===== config.mk =====
export PLATFORM = sky130hd
export DESIGN_NAME = gb_fb_arbiter
export DESIGN_NICKNAME = d
export VERILOG_FILES = /design/src/rtl/gb_fb_arbiter.sv
export SDC_FILE = /design/constraint.sdc
export NUM_CORES = 1
export LEC_CHECK = 0
export CORE_MARGIN = 2
export CORE_UTILIZATION = 45
export CTS_BUF_LIST = sky130_fd_sc_hd__clkbuf_16
export DETAILED_ROUTE_END_ITERATION = 8
export PLACE_DENSITY_LB_ADDON = 0.25
export REMOVE_ABC_BUFFERS = 1
export SYNTH_ARGS = -nofsm -noshare
export SYNTH_HDL_FRONTEND = slang
export SYNTH_SLANG_ARGS = --single-unit

===== constraint.sdc =====
create_clock -name clk_clk -period 3.42 [get_ports clk_clk]
set_clock_uncertainty 0.05 [all_clocks]
set_input_delay 0.513 -clock clk_clk [delete_from_list [all_inputs] [get_ports clk_clk]]
set_output_delay 0.513 -clock clk_clk [all_outputs]
set_load 0.01 [all_outputs]

===== src/rtl/gb_fb_arbiter.sv =====
// gb_fb_arbiter: single-port frame buffer arbiter and sequencer.
// VGA reads take the RAM port first; PPU writes queue and drain into idle cycles.
module gb_fb_arbiter #(
    parameter int                ADDR_W       = 15,
    parameter int                DATA_W       = 2,
    parameter int                FB_SIZE      = 23040,
    parameter int                FIFO_DEPTH   = 4,
    parameter int                STARVE_LIMIT = 1024,
    parameter logic [DATA_W-1:0] CLEAR_VALUE  = '0
) (
    input  logic                          clk_clk,
    input  logic                          reset_reset,
    input  logic                          clr_req,
    input  logic                          ppu_wr_req,
    input  logic [ADDR_W-1:0]             ppu_wr_addr,
    input  logic [DATA_W-1:0]             ppu_wr_data,
    output logic                          ppu_wr_ready,
    input  logic                          vga_rd_req,
    input  logic [ADDR_W-1:0]             vga_rd_addr,
    output logic                          vga_rd_valid,
    output logic [DATA_W-1:0]             vga_rd_data,
    output logic [ADDR_W-1:0]             ram_addr,
    output logic                          ram_we,
    output logic [DATA_W-1:0]             ram_wdata,
    input  logic [DATA_W-1:0]             ram_rdata,
    output logic                          clear_done,
    output logic [$clog2(FIFO_DEPTH):0]   fifo_level,
    output logic                          starve_flag
);

    localparam int PW = $clog2(FIFO_DEPTH);
    localparam int CW = $clog2(STARVE_LIMIT + 1);
    localparam logic [ADDR_W-1:0] LAST  = ADDR_W'(FB_SIZE - 1);
    localparam logic [PW:0]       FULL  = (PW + 1)'(FIFO_DEPTH);
    localparam logic [CW-1:0]     LIMIT = CW'(STARVE_LIMIT);

    typedef enum logic {S_CLEAR, S_RUN} state_t;

    state_t            state, state_nx;
    logic [ADDR_W-1:0] ptr, ptr_nx;
    logic              we_nx, last_nx, last_q;
    logic [ADDR_W-1:0] addr_nx;
    logic [DATA_W-1:0] wdata_nx;

    logic [ADDR_W-1:0] f_addr [FIFO_DEPTH];
    logic [DATA_W-1:0] f_data [FIFO_DEPTH];
    logic [PW-1:0]     wr_ptr, rd_ptr;
    logic              push, pop;

    logic              p1_v, p1_fake, p2_v, p2_fake;
    logic [CW-1:0]     starve_cnt;

    assign ppu_wr_ready = (state == S_RUN) && clear_done && (fifo_level != FULL);
    assign push = ppu_wr_req && ppu_wr_ready && !clr_req;
    assign pop  = (state == S_RUN) && !vga_rd_req && (fifo_level != '0) && !clr_req;

    always_comb begin
        state_nx = state;
        ptr_nx   = ptr;
        we_nx    = 1'b0;
        addr_nx  = ram_addr;
        wdata_nx = ram_wdata;
        last_nx  = 1'b0;
        unique case (state)
            S_CLEAR: begin
                we_nx    = 1'b1;
                addr_nx  = ptr;
                wdata_nx = CLEAR_VALUE;
                ptr_nx   = ptr + 1'b1;
                if (ptr == LAST) begin
                    state_nx = S_RUN;
                    last_nx  = 1'b1;
                end
            end
            S_RUN: begin
                if (vga_rd_req) begin
                    addr_nx = vga_rd_addr;
                end else if (pop) begin
                    we_nx    = 1'b1;
                    addr_nx  = f_addr[rd_ptr];
                    wdata_nx = f_data[rd_ptr];
                end
            end
            default: ;
        endcase
        // A clear request restarts the sweep; a read issued this cycle still goes out.
        if (clr_req) begin
            state_nx = S_CLEAR;
            ptr_nx   = '0;
            last_nx  = 1'b0;
        end
    end

    always_ff @(posedge clk_clk) begin
        if (reset_reset) begin
            state        <= S_CLEAR;
            ptr          <= '0;
            ram_we       <= 1'b0;
            ram_addr     <= '0;
            ram_wdata    <= '0;
            last_q       <= 1'b0;
            clear_done   <= 1'b0;
            p1_v         <= 1'b0;
            p1_fake      <= 1'b0;
            p2_v         <= 1'b0;
            p2_fake      <= 1'b0;
            vga_rd_valid <= 1'b0;
            vga_rd_data  <= '0;
        end else begin
            state     <= state_nx;
            ptr       <= ptr_nx;
            ram_we    <= we_nx;
            ram_addr  <= addr_nx;
            ram_wdata <= wdata_nx;
            last_q    <= last_nx;
            if (clr_req) begin
                clear_done <= 1'b0;
            end else if (last_q) begin
                clear_done <= 1'b1;
            end
            // Reads during a clear never reach RAM and return the clear value.
            p1_v         <= vga_rd_req;
            p1_fake      <= (state == S_CLEAR);
            p2_v         <= p1_v;
            p2_fake      <= p1_fake;
            vga_rd_valid <= p2_v;
            vga_rd_data  <= p2_fake ? CLEAR_VALUE : ram_rdata;
        end
    end

    always_ff @(posedge clk_clk) begin
        if (reset_reset || clr_req) begin
            wr_ptr     <= '0;
            rd_ptr     <= '0;
            fifo_level <= '0;
        end else begin
            if (push) begin
                wr_ptr <= wr_ptr + 1'b1;
            end
            if (pop) begin
                rd_ptr <= rd_ptr + 1'b1;
            end
            unique case ({push, pop})
                2'b10:   fifo_level <= fifo_level + 1'b1;
                2'b01:   fifo_level <= fifo_level - 1'b1;
                default: fifo_level <= fifo_level;
            endcase
        end
    end

    always_ff @(posedge clk_clk) begin
        if (push) begin
            f_addr[wr_ptr] <= ppu_wr_addr;
            f_data[wr_ptr] <= ppu_wr_data;
        end
    end

    always_ff @(posedge clk_clk) begin
        if (reset_reset || clr_req) begin
            starve_cnt  <= '0;
            starve_flag <= 1'b0;
        end else if (pop) begin
            starve_cnt <= '0;
        end else if ((state == S_RUN) && (fifo_level != '0) && vga_rd_req
                     && (starve_cnt != LIMIT)) begin
            starve_cnt <= starve_cnt + 1'b1;
            if (starve_cnt + 1'b1 == LIMIT) begin
                starve_flag <= 1'b1;
            end
        end
    end

endmodule


==> flow_summary.ini, run 1 <==
[placed_design]
placed_cells = 641
routabilityCongestion = 0.796
hpwlAfterDp_um = 7280
portBuffers = 65
place_area_mm2 = 0.00622

[clock_network]
clk_root_buffer_cell = clkbuf_16
cts_setup_buffers = 0
cts_max_level = 4
cts_tree = yes
cts.clk_slew.worst_paths_ns = 0.06
holdBufCountCts = 0
insertion_delay_ns = 0.43
numCtsBuffers = 17
cts_sinks = 132
cts_resized = 0
clockBufferDepth = 2

[global_routing]
grt.overflow.total = 0
grt_pass1_vias = 3411
grt_max_degree = 35
grt_first_pass_wirelength_um = 17300
grtUsageTotal = 0.179
antenna_found_initial = 0

[timing]
setup_viol = 0
timing.setup.tns_ns = 0
fmax_mhz = 368
rsz0062_at_grt = no
hold_ws_ns = 0.384
period_share = 0.794
hold_viol_final = 0
slew_violations = 0
worst_slew_pin_slew_ns = 1.07
slew_headroom = 0.284
period_needed_ns = 2.72

[critical_path]
cp-start-kind = flip-flop
worst_path_most_repeated_cell = inv_1
critPathMaxStageDelay_ns = 0.64
required_ns = 3.71
crit_type = reg2reg
critPathMaxFanout = 12
cp_cell_sequence = nand2_1, a31oi_1, and2_1, nor2b_1, inv_1, ha_1, inv_1, fa_1, xor2_1, or3_1, a21oi_1
arrival_ns = 3.01
crit_path_end_kind = flip-flop
slowest_stage = dfxtp_1

[finish]
multi_input_area_mm2 = 0.00195
drive_gt1_frac = 0.112
fillers = 1001
nets = 562
regArea_mm2 = 0.00332
final_cell_mix = 68 x edfxtp_1, 65 x clkdlybuf4s50_1, 64 x dfxtp_1
fin_cells = 673
layout_commonest_cell = edfxtp_1
post-route-util = 0.567
post-route-cell-area_mm2 = 0.00679
syn_to_final_growth_pct = 23.9
insertedDiodeCount = 0

[routing]
drt_wl_total_um = 10900
routedWlPerCell_um = 16.1
first_pass_iters = 4
num_vias = 3567
drc = 0
vias_per_cell = 5.30
drtIter0Drc = 264
ant_nets = 0

[floorplanning]
initial_core_util = 0.458
io_pins = 66
coreArea_mm2 = 0.0120
rows = 40
dieWidth_um = 114
die-area_mm2 = 0.0131
die_y_um = 114

[power]
power.leakage_nw = 2.30
vdd_drop_max_mv = 0.401
power.density_mw_per_mm2 = 515

[synthesis]
ys_ff_latch = 132
synth-async-reset-ratio = 0
yosys_warnings = 0
ys_seq_area_frac = 0.607
netlist_instances = 447
synth_edf_count = 68
mappedNetlistArea_mm2 = 0.00548
syn_avg_cell_area_um2 = 12.3
synth_ff_type = edfxtp_1
ys_types = 41

[hold_path]
hp-class = reg2reg

[flow_run]
maxCapViolations = 0

[run_status]
outcome = completed
per-layer routing:
layer	vias to the layer above	GRT usage	wire length, µm
met1	1729	0.224	4840
met4	0	0.0878	197
met5	-	0	0
met3	13	0.0572	519
li1	1741	-	-
met2	84	0.282	5300
flip-flops by register name, summed over array words and instances, names as in the netlist, named ones only:
name and count:
clear_done 1, f_addr 60, f_data 8, fifo_level 3, last_q 1, p1_fake 1
p1_v 1, p2_fake 1, p2_v 1, ptr 15, ram_addr 15, ram_wdata 2
ram_we 1, rd_ptr 2, starve_cnt 11, starve_flag 1, state 1, vga_rd_data 2
vga_rd_valid 1, wr_ptr 2
worst max-delay path, delay by kind of cell (launching register included):
kind / cells / cell delay (ns)
XOR/XNOR: 1 / 0.07
AO/OA/AOI/OAI: 2 / 0.36
buffers and inverters: 2 / 0.16
adder cells (fa/ha/maj): 2 / 0.40
flip-flops: 1 / 0.64
AND/OR/NAND/NOR: 4 / 0.97
logic make-up after synthesis:
logic type | share of synthesized area
and+or+nand+nor | 0.140
adders and majority gates | 0.0242
xor gates and xnor gates | 0.0496
buffers and inverters | 0.0368
AOI/OAI and AO/OA | 0.0676
muxes | 0.0754
DFF | 0.607
path summary, 6_finish.rpt:
kind	from	endpoint	slack, ns	cells after the start
setup / recovery	state	fifo_level[2]	0.70	11
hold / removal	p2_fake	vga_rd_data[0]	0.38	1
hold reg to reg	p2_fake	vga_rd_data[0]	0.38	1
setup reg to reg	state	fifo_level[2]	0.70	11
synthesized netlist by cell type (3+ instances only):
| cell | number | area share |
|---|---|---|
| nand4_1 | 5 | 0.0057 |
| dfxtp_1 | 64 | 0.23 |
| and2_1 | 5 | 0.0057 |
| edfxtp_1 | 68 | 0.37 |
| or3_1 | 4 | 0.0046 |
| a21oi_1 | 10 | 0.0091 |
| nand4b_1 | 3 | 0.0048 |
| xor2_1 | 23 | 0.037 |
| clkbuf_1 | 10 | 0.0069 |
| nor2_1 | 57 | 0.039 |
| xnor2_1 | 8 | 0.013 |
| mux4_2 | 17 | 0.070 |
| inv_1 | 9 | 0.0062 |
| o21ai_0 | 3 | 0.0027 |
| a22o_1 | 15 | 0.024 |
| a31oi_1 | 19 | 0.022 |
| ha_1 | 9 | 0.021 |
| nand2_1 | 49 | 0.034 |
| buf_6 | 5 | 0.010 |
| nor3_1 | 9 | 0.0082 |
| nand3_1 | 13 | 0.012 |
| buf_2 | 9 | 0.0082 |
| nor2b_1 | 5 | 0.0057 |
| mux2i_1 | 3 | 0.0055 |
| and3_1 | 5 | 0.0057 |
per-stage QoR:
stage | power (W) | setup slack [ns]
2_1_floorplan | 0.00173 | 0.397
3_5_place_dp | 0.00180 | 0.416
5_1_grt | 0.00361 | 0.447
3_3_place_gp | 0.00180 | 0.472
4_1_cts | 0.00353 | 0.719
6_report | 0.00349 | 0.704
report_power, final:
group	switching, W	leakage [nW]	internal, W
Clock	0.000662	0.275	0.00106
Combinational	0.0000454	0.897	0.0000528
Sequential	0.00000336	1.13	0.00167
layout make-up:
class / count / share of cell area
well taps: 147 / 0.0271
clock inverters: 15 / 0.0208
repair buffers: 74 / 0.106
flip-flops and latches: 132 / 0.490
inverters: 11 / 0.00645
multi-input cells: 277 / 0.288
clock buffers: 17 / 0.0627
No activity file was read; power rests on OpenSTA's default activity.
==> run 2: changes to the inputs <==
clock period = 2.75 ns   (was 3.42 ns; I/O delays follow)
==> flow_summary.ini, run 2 (synthesized netlist as in run 1, its figures left out) <==
[timing]
rsz0062_at_grt = no
setup_viol = 0
hold_viol_final = 0
fmax_mhz = 413
slew_violations = 0
setup_slack_ns = 0.328
timing.setup.tns_ns = 0
slew_headroom = 0.337
period_needed_ns = 2.42
period_share = 0.881
worst_slew_pin_slew_ns = 0.989

[hold_path]
hp-class = reg2reg
hold_depth = 1

[critical_path]
required_ns = 3.04
crit_type = in2reg
cp_cell_sequence = clkdlybuf4s50_1, nand2b_4, or3_1, inv_4, ha_1, inv_1, fa_1, xor2_1, or3_1, a21oi_1
slowest_stage = clkdlybuf4s50_1
arrival_ns = 2.71
worst_path_most_repeated_cell = or3_1
crit_path_end_kind = flip-flop
reg2reg_depth = 11
cp-start-kind = primary input
critPathMaxFanout = 2
critPathMaxStageDelay_ns = 0.48

[floorplanning]
initial_core_util = 0.458
dieWidth_um = 114
die-area_mm2 = 0.0131
rows = 40
die_y_um = 114
coreArea_mm2 = 0.0120
io_pins = 66

[finish]
drive_gt1_frac = 0.135
fin_cells = 682
layout_commonest_cell = edfxtp_1
reg_top3 = f_addr x60, ptr x15, ram_addr x15
final_cell_mix = 68 x edfxtp_1, 65 x clkdlybuf4s50_1, 64 x dfxtp_1
post-route-util = 0.570
post-route-cell-area_mm2 = 0.00682
syn_to_final_growth_pct = 24.5
insertedDiodeCount = 0
nets = 571
largest-register = f_addr
fillers = 973
largest_register_ff_count = 60

[routing]
drc = 0
num_vias = 3575
drt_wl_total_um = 10900
drtIter0Drc = 167
routedWlPerCell_um = 16.0
vias_per_cell = 5.24
ant_nets = 0
first_pass_iters = 4

[global_routing]
grt_pass1_vias = 3536
grt.overflow.total = 0
grt_use_met2 = 0.292
grt_first_pass_wirelength_um = 17700
grt.busiest_layer = met2
grt_max_degree = 35
grt_use_met1 = 0.224
antenna_found_initial = 0
grtUsageTotal = 0.179
use_met3 = 0.0487

[power]
vdd_drop_max_mv = 0.502
power.leakage_nw = 2.32
power.density_mw_per_mm2 = 615

[placed_design]
placed_cells = 650
routabilityCongestion = 0.837
dp_slack_ns = -0.0869
hpwlAfterDp_um = 7460
portBuffers = 65
place_area_mm2 = 0.00629

[clock_network]
clockBufferDepth = 2
insertion_delay_ns = 0.42
numCtsBuffers = 17
holdBufCountCts = 0
cts_sinks = 132
cts.clk_slew.worst_paths_ns = 0.06
clk_root_buffer_cell = clkbuf_16
cts_max_level = 4
cts_resized = 0
cts_tree = yes
cts_setup_buffers = 0

[flow_run]
maxCapViolations = 0

[run_status]
outcome = completed
-- run 2: layout make-up --
class	count	area, µm²	share of cell area
Timing Repair Buffer	83	786	0.115
Sequential cell	132	3320	0.487
Multi-Input combinational cell	277	1950	0.286
Inverter	11	43.8	0.00642
Clock inverter	15	106	0.0156
Clock buffer	17	425	0.0624
Tap cell	147	184	0.0270
-- run 2: final timing paths --
check / from / to / slack, ns
min: p2_fake / vga_rd_data[0] / 0.39
max reg2reg: state / fifo_level[2] / 0.34
max: vga_rd_req / fifo_level[2] / 0.33
min reg2reg: p2_fake / vga_rd_data[0] / 0.39
-- run 2: worst max-delay path, delay by kind of cell --
kind	cells	cell delay, ns
adder cells (fa/ha/maj)	2	0.53
AO/OA/AOI/OAI	1	0.14
AND/OR/NAND/NOR	3	0.85
buffers and inverters	3	0.61
XOR/XNOR	1	0.16
-- run 2: stage by stage --
stage,hold WS [ns],total power (W)
3_3_place_gp,0.361,0.00224
5_1_grt,0.392,0.00433
6_report,0.385,0.00419
2_1_floorplan,0.347,0.00215
3_5_place_dp,0.377,0.00225
4_1_cts,0.383,0.00424
-- run 2: where the power goes --
| part | internal [W] | leakage (nW) | total, W | switching (W) |
|---|---|---|---|---|
| Sequential | 0.00208 | 1.13 | 0.00208 | 0.00000376 |
| Clock | 0.00115 | 0.250 | 0.00199 | 0.000841 |
| Combinational | 0.0000674 | 0.943 | 0.000124 | 0.0000571 |
-- run 2: routing by layer --
metal,vias up,routed length [µm]
met5,-,0
met4,0,264
met3,22,364
met2,69,5350
met1,1728,4960
li1,1756,-
